### src/rtl/pwm_sample_sequencer.sv
// Feeds the PWM stage one buffered mixer sample per frame. Samples are queued in
// a small FIFO, and the pwm enable is held for whole frames only.
module pwm_sample_sequencer #(
  parameter int          DEPTH       = 4,
  parameter int          FRAME_LEN   = 256,
  parameter int          PRIME_LEVEL = 2,
  parameter logic [7:0]  IDLE_SAMPLE = 8'd0
) (
  input  logic       clk,
  input  logic       nrst,
  input  logic [7:0] in_sample,
  input  logic       in_valid,
  output logic       in_ready,
  input  logic       start,
  input  logic       stop,
  output logic [7:0] mixed_sample,
  output logic       pwm_enable,
  output logic       frame_strobe,
  output logic       underrun,
  output logic       busy
);

  localparam int AW = (DEPTH > 1) ? $clog2(DEPTH) : 1;
  localparam int CW = $clog2(DEPTH) + 1;
  localparam int FW = $clog2(FRAME_LEN);
  localparam logic [FW-1:0] LAST_CNT = FW'(FRAME_LEN - 1);

  typedef enum logic [1:0] {IDLE, PRIME, RUN} state_t;

  state_t          state;
  logic [FW-1:0]   frame_cnt;
  logic            stop_pend;

  logic [7:0]      mem [DEPTH];
  logic [AW-1:0]   wr_ptr;
  logic [AW-1:0]   rd_ptr;
  logic [CW-1:0]   count;
  logic [AW-1:0]   wr_ptr_next;

  logic            push;
  logic            pop;
  logic            flush;

  assign in_ready = (count < CW'(DEPTH));
  assign push     = in_valid && in_ready;
  assign busy     = (state != IDLE);

  // Pop and flush both happen only on a frame-load edge; the FSM below mirrors this.
  always_comb begin
    pop   = 1'b0;
    flush = 1'b0;
    case (state)
      PRIME: pop = !stop && (count >= CW'(PRIME_LEVEL));
      RUN: begin
        if (frame_cnt == LAST_CNT) begin
          if (stop_pend || stop) flush = 1'b1;
          else                   pop   = (count != '0);
        end
      end
      default: ;
    endcase
  end

  always_comb begin
    wr_ptr_next = wr_ptr;
    if (push) wr_ptr_next = wr_ptr + 1'b1;
  end

  // Storage array has no reset so it maps onto RAM.
  always_ff @(posedge clk) begin
    if (push) mem[wr_ptr] <= in_sample;
  end

  always_ff @(posedge clk or negedge nrst) begin
    if (!nrst) begin
      wr_ptr <= '0;
      rd_ptr <= '0;
      count  <= '0;
    end else begin
      wr_ptr <= wr_ptr_next;
      if (flush) begin
        // A push landing on the flush edge is discarded along with the rest.
        rd_ptr <= wr_ptr_next;
        count  <= '0;
      end else begin
        if (pop) rd_ptr <= rd_ptr + 1'b1;
        case ({push, pop})
          2'b10:   count <= count + 1'b1;
          2'b01:   count <= count - 1'b1;
          default: count <= count;
        endcase
      end
    end
  end

  always_ff @(posedge clk or negedge nrst) begin
    if (!nrst) begin
      state        <= IDLE;
      frame_cnt    <= '0;
      stop_pend    <= 1'b0;
      mixed_sample <= IDLE_SAMPLE;
      pwm_enable   <= 1'b0;
      frame_strobe <= 1'b0;
      underrun     <= 1'b0;
    end else begin
      frame_strobe <= 1'b0;
      case (state)
        IDLE: begin
          pwm_enable   <= 1'b0;
          mixed_sample <= IDLE_SAMPLE;
          if (start && !stop) begin
            state    <= PRIME;
            underrun <= 1'b0;
          end
        end
        PRIME: begin
          if (stop) begin
            state <= IDLE;
          end else if (pop) begin
            mixed_sample <= mem[rd_ptr];
            pwm_enable   <= 1'b1;
            frame_cnt    <= '0;
            frame_strobe <= 1'b1;
            stop_pend    <= 1'b0;
            state        <= RUN;
          end
        end
        RUN: begin
          if (frame_cnt == LAST_CNT) begin
            frame_cnt <= '0;
            if (flush) begin
              state        <= IDLE;
              pwm_enable   <= 1'b0;
              mixed_sample <= IDLE_SAMPLE;
              stop_pend    <= 1'b0;
            end else begin
              frame_strobe <= 1'b1;
              if (pop) mixed_sample <= mem[rd_ptr];
              else     underrun     <= 1'b1;
            end
          end else begin
            frame_cnt <= frame_cnt + 1'b1;
            if (stop) stop_pend <= 1'b1;
          end
        end
        default: state <= IDLE;
      endcase
    end
  end

endmodule

### config.mk
export PLATFORM = sky130hd
export DESIGN_NAME = pwm_sample_sequencer
export DESIGN_NICKNAME = d
export VERILOG_FILES = /design/src/rtl/pwm_sample_sequencer.sv
export SDC_FILE = /design/constraint.sdc
export NUM_CORES = 1
export LEC_CHECK = 0
export CAP_MARGIN = 20
export CORE_MARGIN = 1
export CORE_UTILIZATION = 54
export CTS_CLUSTER_SIZE = 30
export DETAILED_ROUTE_END_ITERATION = 12
export GPL_ROUTABILITY_DRIVEN = 0
export HOLD_SLACK_MARGIN = 0.05
export PLACE_DENSITY = 0.84
export REMOVE_ABC_BUFFERS = 1
export SLEW_MARGIN = 25
export SYNTH_ARGS = -nofsm -noshare
export SYNTH_HDL_FRONTEND = slang
export SYNTH_SLANG_ARGS = --single-unit
### constraint.sdc
create_clock -name clk -period 7.7 [get_ports clk]
set_input_delay 1.54 -clock clk [delete_from_list [all_inputs] [get_ports clk]]
set_output_delay 1.54 -clock clk [all_outputs]
set_load 0.05 [all_outputs]
==> results.json <==
{
  "worstSetupEndpointType": "flop",
  "fmaxAchievable_mhz": 251,
  "tightest_slew_ns": 0.859,
  "hold_buffers": 0,
  "final_critical_path_setup_slack_ns": 3.71,
  "postRouteAntennaNets": 0,
  "static_leakage_nw": 1.30,
  "timing.critical_path.slowest_cell_delay_ns": 0.69,
  "result_of_the_run": "completed",
  "synth_top_cells_by_area": "edfxtp_1, dfrtp_1, mux4_2",
  "report.final.setup_viol": 0,
  "mostFrequentLayoutCell": "edfxtp_1",
  "required_ns": 7.95,
  "drtPass1Iterations": 4,
  "final.period_utilization": 0.518,
  "post_synth_num_cell_types": 55,
  "drt-wirelength-per-cell_um": 15.7,
  "gr_layer_usage_met3": 0.0608,
  "detailedPlace.worstSlack_ns": 3.44,
  "synth_warnings": 0,
  "netlist_instances": 225,
  "cts-root-buf": "clkbuf_8",
  "synthArstFlopShare": 0.475,
  "cts.reportedPaths.clkPinSlew_ns": 0.07,
  "timing.clock.skew_ns": 0.00681,
  "dieWidth_um": 75.8,
  "max_slew_margin": 0.424,
  "synth_edf_count": 32,
  "cts.sinks": 61,
  "slowest_stage": "clkdlybuf4s50_1",
  "regToRegSetupSlack_ns": 4.64,
  "min_period_ns": 3.99,
  "vias": 1895,
  "buffer_ports.inserted": 25,
  "post-place-cells": 312,
  "fin_setup_tns_ns": 0,
  "cts-buffers-inserted": 9,
  "avgViaCountPerCell": 5.78,
  "core_region_area_um2": 5170,
  "final-max-slew-violation-count": 0,
  "initial_standard_cell_utilization_of_the_core": 0.569,
  "die_h_um": 75.8,
  "first_global_vias": 1697,
  "tritoncts_clock_tree": "done",
  "area_growth_pct": 16.0,
  "peakVddDrop_uv": 161,
  "final-hold-violation-count": 0,
  "yosysTopAreaCell": "edfxtp_1",
  "cts.htree.levels": 3,
  "clk_latency_ns": 0.33,
  "first_pass_grt_wire_length_um": 8270,
  "global_route.usage.met2": 0.308,
  "synth.top_cell.area_share": 0.327,
  "postCtsSetupBuffers": 0,
  "grt_use_total": 0.201,
  "rows": 26,
  "whs_path_depth": 2,
  "overflow": 0,
  "worst-setup-path-type": "input port to flop",
  "mapped_area_um2": 2940,
  "p_per_area_nw_per_um2": 307,
  "gr-max-usage-layer": "met2",
  "hold_path.class": "flop to flop",
  "timing.rr.end": "count[1]",
  "drt_iter0_drc": 128,
  "startpoint_type": "input port",
  "largest_net_degree_at_the_start_of_global_routing": 30,
  "finalPower_mw": 1.05,
  "rsz0062_at_grt": "no",
  "worst_r2r_startpoint": "state[0]",
  "grt_met1_use": 0.270,
  "final_cells": 328,
  "min_from": "mixed_sample[4]",
  "r2r_cells": 9,
  "hold_path_end": "mixed_sample[4]",
  "insertedDiodeCount": 0,
  "fin_hold_ws_ns": 0.529,
  "drv.max_cap_violation_count": 0,
  "synth.avg_cell_area_um2": 13.1,
  "cp_cell_sequence": "clkdlybuf4s50_1 -> and2b_2 -> and3_1 -> nor2_1 -> nor2_1 -> fa_1 -> or3b_1 -> a21oi_1",
  "worstSetupStartpoint": "stop",
  "number_of_antenna_violations_at_the_first_check_in_global_routing": 0,
  "cts_max_path_buffers": 2,
  "cts-resized-gates": 0,
  "ys_flop_type": "edfxtp_1",
  "drive_above_1_share": 0.147,
  "boundaryPins": 26,
  "fp.dieArea_um2": 5750,
  "dp_hpwl_um": 3530,
  "route.final.wire_length_um": 5160,
  "layout.cells.most_common_list": "edfxtp_1, dfrtp_1, clkdlybuf4s50_1",
  "final_net_count": 276,
  "ys_ff_latch": 61,
  "arrival_ns": 4.24,
  "crit_top_cell": "nor2_1",
  "worstPathMaxFanout": 10,
  "drt_drc_violations_left": 0,
  "synth-seq-area-share": 0.573
}
[stage by stage]
stage / instance area [µm²] / util
floorplan: 2870 / -
global placement: 3220 / 0.622
detailed placement: 3220 / 0.622
CTS: 3410 / 0.659
global route: 3410 / 0.659
finish: 3410 / 0.659
[where the power goes]
| part | internal [mW] | switching (mW) |
|---|---|---|
| combinational | 0.141 | 0.185 |
| clock | 0.157 | 0.120 |
| sequential | 0.388 | 0.0544 |
[metal layers]
layer,up-vias,share of wire
met2,63,0.47
li1,914,-
met1,914,0.47
met3,4,0.050
met4,0,0.0095
met5,-,0
[worst max-delay path by stage]
stage                           to  slack (ns)
after global placement    count[1]        3.50
after CTS                 count[1]        3.75
after global routing      count[1]        3.59
after floorplan           count[1]        4.35
after detailed placement  count[1]        3.44
final                     count[1]        3.71
[flip-flops by register name (all words and copies together), names as in the netlist]
signal and count:
mem 32, frame_cnt 8, mixed_sample 8, count 3, rd_ptr 2, state 2
wr_ptr 2, frame_strobe 1, pwm_enable 1, stop_pend 1, underrun 1
[area by class of cell]
class,instances,area (µm²)
Inverter,8,30.0
Fill cell,369,1760
Tap cell,70,87.6
Clock inverter,4,48.8
Sequential cell,61,1690
Timing Repair Buffer,26,258
Clock buffer,12,145
Multi-Input combinational cell,147,1150
[kinds of logic after synthesis]
| kind of cell | Yosys count | share of synthesized area |
|---|---|---|
| xor+xnor | 3 | 0.00893 |
| mux | 11 | 0.0732 |
| fa+ha+maj | 10 | 0.0451 |
| flops | 61 | 0.573 |
| compound gates | 52 | 0.127 |
| simple gates | 71 | 0.138 |
| buf+inv | 17 | 0.0340 |
[worst max-delay path: cells and delay by family]
family	cells	cell delay [ns]
buffers and inverters	1	0.69
AO/OA/AOI/OAI	1	0.12
adder cells (fa/ha/maj)	1	0.51
AND/OR/NAND/NOR	5	1.38
[cells in the mapped netlist, types with 3 or more instances]
master and instances:
edfxtp_1 32, dfrtp_1 29, o21ai_0 20, nand2_1 18
nor2_1 10, ha_1 9, inv_1 8, and2_1 7
mux4_2 7, nand3_1 5, nor3_1 5, a31oi_1 4
nand2b_1 4, o21a_1 4, o221a_2 4, o31ai_1 4
a21oi_1 3, buf_6 3, clkbuf_1 3
Power figures use the tool's default switching activity.
